$ cat src/rtl/data_mem_port_pkg.sv
// data_mem_port_pkg: access-size and FSM types plus lane/extend helpers for the load/store port
package data_mem_port_pkg;
  typedef enum logic [1:0] {BYTE = 2'b00, HALF = 2'b01, WORD = 2'b10} acc_size_e;
  typedef enum logic [1:0] {IDLE, ACCESS, WAIT} state_e;
  function automatic logic misaligned(acc_size_e s, logic [1:0] off);
    return (s == HALF) ? off[0] : (s == WORD) ? |off : 1'b0;
  endfunction
  function automatic logic [3:0] byte_en(acc_size_e s, logic [1:0] off);
    return (s == WORD) ? 4'b1111 : (s == HALF) ? 4'b0011 << off : 4'b0001 << off;
  endfunction
  function automatic logic [31:0] lane_rep(acc_size_e s, logic [31:0] d);
    return (s == WORD) ? d : (s == HALF) ? {2{d[15:0]}} : {4{d[7:0]}};
  endfunction
  function automatic logic [31:0] extend(acc_size_e s, logic uns, logic [31:0] d);
    return (s == WORD) ? d :
           (s == HALF) ? {{16{~uns & d[15]}}, d[15:0]} : {{24{~uns & d[7]}}, d[7:0]};
  endfunction
endpackage

$ cat src/rtl/data_mem_port_load_align.sv
// data_mem_port_load_align: shifts the addressed lane of a memory word down and sign/zero-extends it
module data_mem_port_load_align
  import data_mem_port_pkg::*;
(
  input  logic [31:0] mem_rdata,
  input  logic [1:0]  off,
  input  acc_size_e   size,
  input  logic        uns,
  output logic [31:0] data
);
  assign data = extend(size, uns, mem_rdata >> {off, 3'b000});
endmodule

$ cat src/rtl/data_mem_port.sv
// data_mem_port: turns core load/store requests into byte-enabled word accesses to a latency-RD_LAT memory
module data_mem_port
  import data_mem_port_pkg::*;
#(
  parameter int ADDR_W = 10,
  parameter int RD_LAT = 1
) (
  input  logic              clk,
  input  logic              rst,
  input  logic              req,
  input  logic              we,
  input  logic [1:0]        size,
  input  logic              uns,
  input  logic [31:0]       addr,
  input  logic [31:0]       wdata,
  output logic              busy,
  output logic [31:0]       rdata,
  output logic              rvalid,
  output logic              wdone,
  output logic              err,
  output logic              mem_en,
  output logic              mem_we,
  output logic [3:0]        mem_be,
  output logic [ADDR_W-1:0] mem_addr,
  output logic [31:0]       mem_wdata,
  input  logic [31:0]       mem_rdata
);
  state_e state_q, state_d;
  acc_size_e size_q, size_d, size_in;
  logic we_q, we_d, uns_q, uns_d;
  logic rvalid_q, rvalid_d, wdone_q, wdone_d, err_q, err_d;
  logic [1:0] off_q, off_d;
  logic [2:0] cnt_q, cnt_d;
  logic [ADDR_W-1:0] mem_addr_q, mem_addr_d;
  logic [31:0] mem_wdata_q, mem_wdata_d, rdata_q, rdata_d, load_data;
  logic unused_addr;
  assign size_in = acc_size_e'(size);
  assign unused_addr = ^addr[31:ADDR_W+2];
  data_mem_port_load_align u_align (
    .mem_rdata(mem_rdata),
    .off(off_q),
    .size(size_q),
    .uns(uns_q),
    .data(load_data)
  );
  always_comb begin
    state_d = state_q;
    size_d = size_q;
    we_d = we_q;
    uns_d = uns_q;
    off_d = off_q;
    cnt_d = cnt_q;
    mem_addr_d = mem_addr_q;
    mem_wdata_d = mem_wdata_q;
    rdata_d = rdata_q;
    rvalid_d = 1'b0;
    wdone_d = 1'b0;
    err_d = 1'b0;
    case (state_q)
      IDLE: if (req) begin
        if (misaligned(size_in, addr[1:0])) err_d = 1'b1;
        else begin
          state_d = ACCESS;
          we_d = we;
          size_d = size_in;
          uns_d = uns;
          off_d = addr[1:0];
          mem_addr_d = addr[ADDR_W+1:2];
          mem_wdata_d = lane_rep(size_in, wdata);
        end
      end
      ACCESS: begin
        state_d = we_q ? IDLE : WAIT;
        wdone_d = we_q;
        cnt_d = we_q ? cnt_q : 3'(RD_LAT);
      end
      WAIT: begin
        cnt_d = cnt_q - 3'd1;
        if (cnt_q == 3'd1) begin
          state_d = IDLE;
          rvalid_d = 1'b1;
          rdata_d = load_data;
        end
      end
      default: state_d = IDLE;
    endcase
  end
  always_ff @(posedge clk) begin
    if (rst) begin
      state_q <= IDLE;
      size_q <= BYTE;
      we_q <= 1'b0;
      uns_q <= 1'b0;
      off_q <= 2'b00;
      cnt_q <= 3'd0;
      mem_addr_q <= '0;
      mem_wdata_q <= '0;
      rdata_q <= '0;
      rvalid_q <= 1'b0;
      wdone_q <= 1'b0;
      err_q <= 1'b0;
    end else begin
      state_q <= state_d;
      size_q <= size_d;
      we_q <= we_d;
      uns_q <= uns_d;
      off_q <= off_d;
      cnt_q <= cnt_d;
      mem_addr_q <= mem_addr_d;
      mem_wdata_q <= mem_wdata_d;
      rdata_q <= rdata_d;
      rvalid_q <= rvalid_d;
      wdone_q <= wdone_d;
      err_q <= err_d;
    end
  end
  assign busy = state_q != IDLE;
  assign mem_en = state_q == ACCESS;
  assign mem_we = mem_en & we_q;
  assign mem_be = mem_en ? byte_en(size_q, off_q) : 4'b0000;
  assign mem_addr = mem_addr_q;
  assign mem_wdata = mem_wdata_q;
  assign rdata = rdata_q;
  assign rvalid = rvalid_q;
  assign wdone = wdone_q;
  assign err = err_q;
endmodule

$ cat config.mk
export PLATFORM = sky130hd
export DESIGN_NAME = data_mem_port
export DESIGN_NICKNAME = d
export VERILOG_FILES = /design/src/rtl/data_mem_port_pkg.sv /design/src/rtl/data_mem_port_load_align.sv /design/src/rtl/data_mem_port.sv
export SDC_FILE = /design/constraint.sdc
export NUM_CORES = 1
export LEC_CHECK = 0
export CAP_MARGIN = 10
export CORE_ASPECT_RATIO = 1.2
export CORE_UTILIZATION = 43
export CTS_CLUSTER_SIZE = 12
export DETAILED_ROUTE_END_ITERATION = 12
export PLACE_DENSITY_LB_ADDON = 0.05
export SYNTH_ARGS = -nofsm -noshare
export SYNTH_HDL_FRONTEND = slang
export SYNTH_SLANG_ARGS = --single-unit
$ cat constraint.sdc
create_clock -name clk -period 2 [get_ports clk]
set_input_delay 0.3 -clock clk [delete_from_list [all_inputs] [get_ports clk]]
set_output_delay 0.3 -clock clk [all_outputs]
set_load 0.02 [all_outputs]
==> metrics.csv, run 1 <==
stage;metric;value;unit
run_status;status;completed;
global_routing;grt_pass1_wl;21.21;mm
logic_synthesis;yosysSeqAreaShare;40.40;%
die;initial_core_util;44.90;%
job;maxCapViolations;0;
place;gp_congestion;0.8108;
global_routing;grt_antenna_before_repair;0;
critical_path;reg2reg_setup_slack;0.13;ns
critical_path;reg2regPathDepth;4;
worst_hold_path;hp-start;mem_wdata[6]$_SDFFE_PP0P_;
finish;utilization;67.08;%
sta;fin_crit;1.923;ns
critical_path;startpoint_type;register;
sta;worst_slew_pin_slew;0.7780;ns
clocking;numCtsBuffers;9;
critical_path;reg2reg_from;off_q[0]$_SDFFE_PP0P_;
global_routing;grt_usage;25.63;%
finish;seq_area;0.001762;mm²
pwr;p_seq_share;38.7;%
logic_synthesis;synthesis.area;0.004360;mm²
route;drt-total-wl;13.25;mm
worst_hold_path;hold_path_end;mem_wdata[6]$_SDFFE_PP0P_;
clocking;cts.sinks;88;
critical_path;r2r-end;rdata[24]$_SDFFE_PP0P_;
route;vias_per_cell;5.447;
logic_synthesis;synthFlopType;dfxtp_1;
place;pre_cts_ws;-0.1627;ns
clocking;path_clk_slew;0.06;ns
logic_synthesis;synth_edf_count;0;
global_routing;gr-total-overflow;0;
sta;whs;0.4537;ns
finish;drive_above_1_share;13.22;%
pwr;p_leak;0.002369;µW
pwr;p_clk_share;38.5;%
pwr;switching_share;26.19;%
route;drtPass1Iterations;4;
finish;multi_input_area;0.002313;mm²
die;dieArea;0.01055;mm²
die;core;0.009711;mm²
global_routing;grt_pass1_vias;4370;
sta;drv_slew;0;
route;vias;4379;
clocking;cts_tree;yes;
place;postPlaceCellArea;0.006192;mm²
clocking;clock_latency;0.34;ns
logic_synthesis;synthArstFlopShare;0;%
route;drtIter0Drc;145;
logic_synthesis;syn_area_per_cell;8.550;µm²
logic_synthesis;yosys_warnings;0;
clocking;cts-root-buf;clkbuf_16;
critical_path;cp_data_arrival_time;1.62;ns
route;wl_per_cell;16.48;µm
logic_synthesis;ys_ff_latch;88;
finish;antenna_cells;0;
die;die_y;112.3;µm
critical_path;cp_slowest_cell;clkdlybuf4s50_1;
finish;nNetsFinal;782;
critical_path;critPathRequiredTime;1.70;ns
critical_path;worstPathMaxFanout;8;
sta;rsz0062_at_grt;false;
sta;slew_headroom;48.13;%
sta;finalHoldViolations;0;
finish;n_fill_cell;836;
clocking;postCtsSetupRepairBufs;0;
sta;clock_skew;0.007685;ns
sta;timing.fmax;0.5201;GHz
pwr;pwr-share-comb;22.8;%
clocking;h-tree-depth;3;
critical_path;crit_chain;buf_4 -> or2_2 -> clkdlybuf4s50_1;
route;antenna_left;0;
die;io_pins;187;
critical_path;worstSetupEndpointType;primary output;
global_routing;grt_max_degree;65;
pwr;p_sw;1300;µW
sta;finalWorstSetupSlack;0.07714;ns
logic_synthesis;netlist_instances;510;
die;die_w;93.93;µm
critical_path;path_class;register to primary output;
worst_hold_path;hold_depth;2;
critical_path;max_stage_delay;0.54;ns
pwr;internal-power;3664;µW
pwr;p_per_area;762.2;mW/mm²
place;io_buffers;166;
finish;final_area;0.006514;mm²
sta;setup_viol_count_final;0;
finish;area_growth;49.38;%
sta;finalCritPeriodShare;96.14;%
die;rows;39;
logic_synthesis;yosysUniqueCellTypes;38;
clocking;clock_path_buffers;2;
worst_hold_path;hp-class;register to register;
pwr;ir_worst_vdd;516.9;µV
logic_synthesis;synth_fp_nets;615;
place;place_hpwl;9.491;mm
route;drcViolationCount;0;
==> layout by cell type, fill, tap and decap left out, types with 19 or more instances in the layout <==
| master | count |
|---|---|
| dfxtp_1 | 88 |
| buf_4 | 32 |
| clkdlybuf4s50_1 | 159 |
| a211oi_1 | 29 |
| nor3_1 | 19 |
| nor2_1 | 37 |
| a21oi_1 | 70 |
| o21ai_0 | 24 |
| mux2i_1 | 19 |
| nand2_1 | 67 |
==> per-layer routing <==
layer  vias up  routed length [µm]  GRT usage, %
met2       159                6490         44.38
met4         0                 463         12.62
met1      2025                5242         28.29
li1       2170                   -             -
met3        25                1055         7.385
met5         -                   0             0
==> metrics by stage <==
stage / power, µW / instances / setup TNS, ns
after floorplan: 2572 / 510 / 0
after global placement: 3069 / 789 / -4.628
after global routing: 5178 / 804 / 0
after detailed placement: 3089 / 789 / -6.373
final: 4965 / 804 / 0
after CTS: 5005 / 804 / 0
==> state kept, by name (all words and copies together), names as in the netlist <==
signal	cells
off_q	2
cnt_q	3
rdata	32
rvalid	1
wdone	1
we_q	1
size_q	2
err	1
state_q	2
mem_addr	10
mem_wdata	32
uns_q	1
==> power groups by stage <==
stage                     combinational (µW)  sequential [µW]  clock [µW]
after CTS                               1140             1920        1950
after global routing                    1230             1930        2020
after detailed placement                1130             1960           0
final                                   1130             1920        1910
after floorplan                          518             2050           0
after global placement                  1110             1950           0
==> synth_stat cells (12+ instances only) <==
library cell   n  area, µm²
nand2_1       67      251.5
mux2i_1       19      190.2
dfxtp_1       88       1762
nand2b_1      14      87.58
o21ai_0       24      120.1
a211oi_2      12      150.1
nor3_1        19      95.09
nor2_1        37      138.9
mux2_2        14      157.7
clkbuf_1      21      78.83
a211oi_1      29      217.7
a21oi_1       70      350.3
==> what timing repair did <==
| item | CTS | global route |
|---|---|---|
| gates resized for setup | 7 | 8 |
| setup endpoints to repair | 6 | 13 |
| hold buffers | 0 | 0 |
==> final cells by class <==
| type | count | area share [%] |
|---|---|---|
| Tap cell | 123 | 2.363 |
| Timing Repair Buffer | 200 | 29.45 |
| Clock inverter | 3 | 1.383 |
| Clock buffer | 12 | 3.784 |
| Multi-Input combinational cell | 370 | 35.52 |
| Sequential cell | 88 | 27.05 |
| Inverter | 8 | 0.4610 |
==> how the worst max path moves through the flow <==
stage	endpoint	cells after the start	from
2_1_floorplan	rdata[30]$_SDFFE_PP0P_	7	off_q[0]$_SDFFE_PP0P_
3_3_place_gp	rdata[24]$_SDFFE_PP0P_	5	mem_rdata[31]
3_5_place_dp	rdata[24]$_SDFFE_PP0P_	5	mem_rdata[31]
4_1_cts	mem_be[3]	4	size_q[0]$_SDFFE_PP0P_
5_1_grt	busy	3	state_q[0]$_SDFFE_PP0P_
6_report	busy	3	state_q[0]$_SDFFE_PP0P_
==> worst max-delay path: cells and delay by family (launching register included) <==
kind                   cells  cell delay [ns]
and+or+nand+nor            1             0.28
buffers and inverters      2             0.70
DFF                        1             0.32
==> kinds of logic after synthesis <==
group	count (synthesis)	share of synthesized area, %
adder cells (fa/ha/maj)	2	0.5738
flip-flops	88	40.40
multiplexers	34	8.493
buffers and inverters	52	6.686
AO/OA/AOI/OAI	169	26.03
AND/OR/NAND/NOR	162	17.22
XOR/XNOR	3	0.6027
Note: power is estimated with default switching activity, not from simulation.
==> run 2: changes to the inputs <==
CORE_MARGIN = 2   (was unset)
==> run 2 against run 1 <==
  * Critical path depth unchanged
  * Non-clock buffer count decreased by 3
  * Clock-buffer cell count decreased by 1
  * Largest power group is now clock
  * Highest routed layer unchanged
==> metrics.csv, run 2 (synthesis results as in run 1) <==
stage;metric;value;unit
pwr;switching_share;26.48;%
pwr;p_sw;1323;µW
pwr;p_per_area;764.1;mW/mm²
sta;clock_skew;0.006006;ns
route;drtIter0Drc;117;
clocking;clock_latency;0.34;ns
die;die_w;95.93;µm
route;drt-total-wl;13.44;mm
place;placed_cells;789;
sta;drv_slew;0;
critical_path;cp_slowest_cell;clkdlybuf4s50_1;
finish;layout.cells.non_filler;805;
critical_path;crit_chain;buf_4 -> or2_2 -> clkdlybuf4s50_1;
sta;slew_headroom;47.07;%
finish;nNetsFinal;779;
pwr;p_clk_share;38.8;%
global_routing;grt_usage;24.64;%
finish;drive_above_1_share;12.67;%
critical_path;startpoint_type;register;
sta;worst_slew_pin_slew;0.7883;ns
sta;setup_viol_count_final;0;
sta;fin_setup_tns;0;ns
route;vias_per_cell;5.439;
global_routing;grt_pass1_vias;4380;
pwr;internal-power;3672;µW
critical_path;worstSetupEndpointType;primary output;
sta;finalCritPeriodShare;96.44;%
pwr;ir_worst_vdd;478.5;µV
clocking;h-tree-depth;3;
finish;utilization;65.63;%
global_routing;grt_max_degree;65;
clocking;holdBufCountCts;0;
sta;finalHoldViolations;0;
die;initial_core_util;43.78;%
clocking;cts_tree;yes;
pwr;p_leak;0.002377;µW
clocking;cts-root-buf;clkbuf_16;
finish;layout_commonest_cell;clkdlybuf4s50_1;
sta;finalWorstSetupSlack;0.07128;ns
global_routing;grt_pass1_wl;21.00;mm
finish;n_fill_cell;893;
critical_path;max_stage_delay;0.54;ns
die;dieArea;0.01097;mm²
sta;timing.fmax;0.5185;GHz
die;die_y;114.3;µm
die;rows;40;
sta;fin_crit;1.929;ns
place;io_buffers;166;
critical_path;worstPathMaxFanout;8;
critical_path;path_class;register to primary output;
global_routing;grt_antenna_before_repair;0;
run_status;status;completed;
clocking;path_clk_slew;0.06;ns
global_routing;gr-total-overflow;0;
clocking;clock_path_buffers;2;
route;drcViolationCount;0;
die;core;0.009960;mm²
critical_path;reg2reg_setup_slack;0.10;ns
critical_path;critPathRequiredTime;1.70;ns
worst_hold_path;hp-class;primary input to register;
clocking;postCtsSetupRepairBufs;0;
sta;rsz0062_at_grt;false;
pwr;p_seq_share;38.5;%
critical_path;cp_top_family;buffers and inverters;
critical_path;cp_data_arrival_time;1.63;ns
clocking;cts.sinks;88;
finish;area_growth;49.90;%
pwr;pwr-share-comb;22.7;%
finish;final_cell_mix;clkdlybuf4s50_1 (159), dfxtp_1 (88), a21oi_1 (70);
job;maxCapViolations;0;
clocking;numCtsBuffers;9;
critical_path;crit_buf_inv;2;
die;io_pins;187;
place;place_hpwl;9.978;mm
place;pre_cts_ws;-0.1671;ns
route;antenna_left;0;
route;vias;4378;
place;gp_congestion;0.7636;
clocking;cts_resized;7;
finish;antenna_cells;0;
route;drtPass1Iterations;5;
route;wl_per_cell;16.70;µm
-- run 2: cell types whose count changed in the layout (fill, tap and decap cells not counted) --
cell / delta
buf_4: -5
clkinv_4: +1
clkbuf_1: -1
buf_12: +1
dlygate4sd2_1: +3
clkbuf_2: -3
buf_8: +1
clkinv_2: +1
-- run 2: path summary, 6_finish.rpt --
check / cells after the start / start / endpoint
worst min-delay path: 4 / rst / rdata[13]$_SDFFE_PP0P_
worst max-delay path: 3 / state_q[0]$_SDFFE_PP0P_ / busy
worst min register to register: 2 / mem_wdata[5]$_SDFFE_PP0P_ / mem_wdata[5]$_SDFFE_PP0P_
worst max register to register: 4 / off_q[0]$_SDFFE_PP0P_ / rdata[25]$_SDFFE_PP0P_
-- run 2: layer usage --
| layer | wire [µm] | share of wire, % | global-route usage (%) |
|---|---|---|---|
| met3 | 1109 | 8.3 | 8.295 |
| met2 | 6966 | 52 | 43.82 |
| met4 | 234 | 1.7 | 8.762 |
| met5 | 0 | 0 | 0 |
| met1 | 5131 | 38 | 26.87 |
-- run 2: per-stage QoR --
stage          total power [µW]  area [µm²]  hold slack, ns
2_1_floorplan              2572        4360          0.4360
3_3_place_gp               3072        6186          0.4421
3_5_place_dp               3096        6186          0.4454
4_1_cts                    5040        6528          0.3762
5_1_grt                    5218        6536          0.4001
6_report                   4994        6536          0.3974
-- run 2: cell type report --
cell class              count  area, µm²  area share [%]
multi-input cells         370       2313           35.39
repair buffers            197       1927           29.48
flip-flops and latches     88       1762           26.95
clock buffers              11      242.7           3.714
well taps                 126      157.7           2.412
clock inverters             5      103.9           1.589
inverters                   8      30.03          0.4594
-- run 2: worst register-to-register path, delay by kind of cell (launching register included) --
kind	cells	cell delay, ns
multiplexers	1	0.55
flip-flops	1	0.50
AND/OR/NAND/NOR	1	0.35
AO/OA/AOI/OAI	2	0.38
-- run 2: power by group through the flow --
| stage | sequential (µW) | combinational [µW] | clock [µW] |
|---|---|---|---|
| floorplan | 2050 | 518 | 0 |
| global placement | 1960 | 1120 | 0 |
| detailed placement | 1960 | 1140 | 0 |
| CTS | 1920 | 1140 | 1980 |
| global route | 1930 | 1220 | 2060 |
| finish | 1920 | 1130 | 1940 |
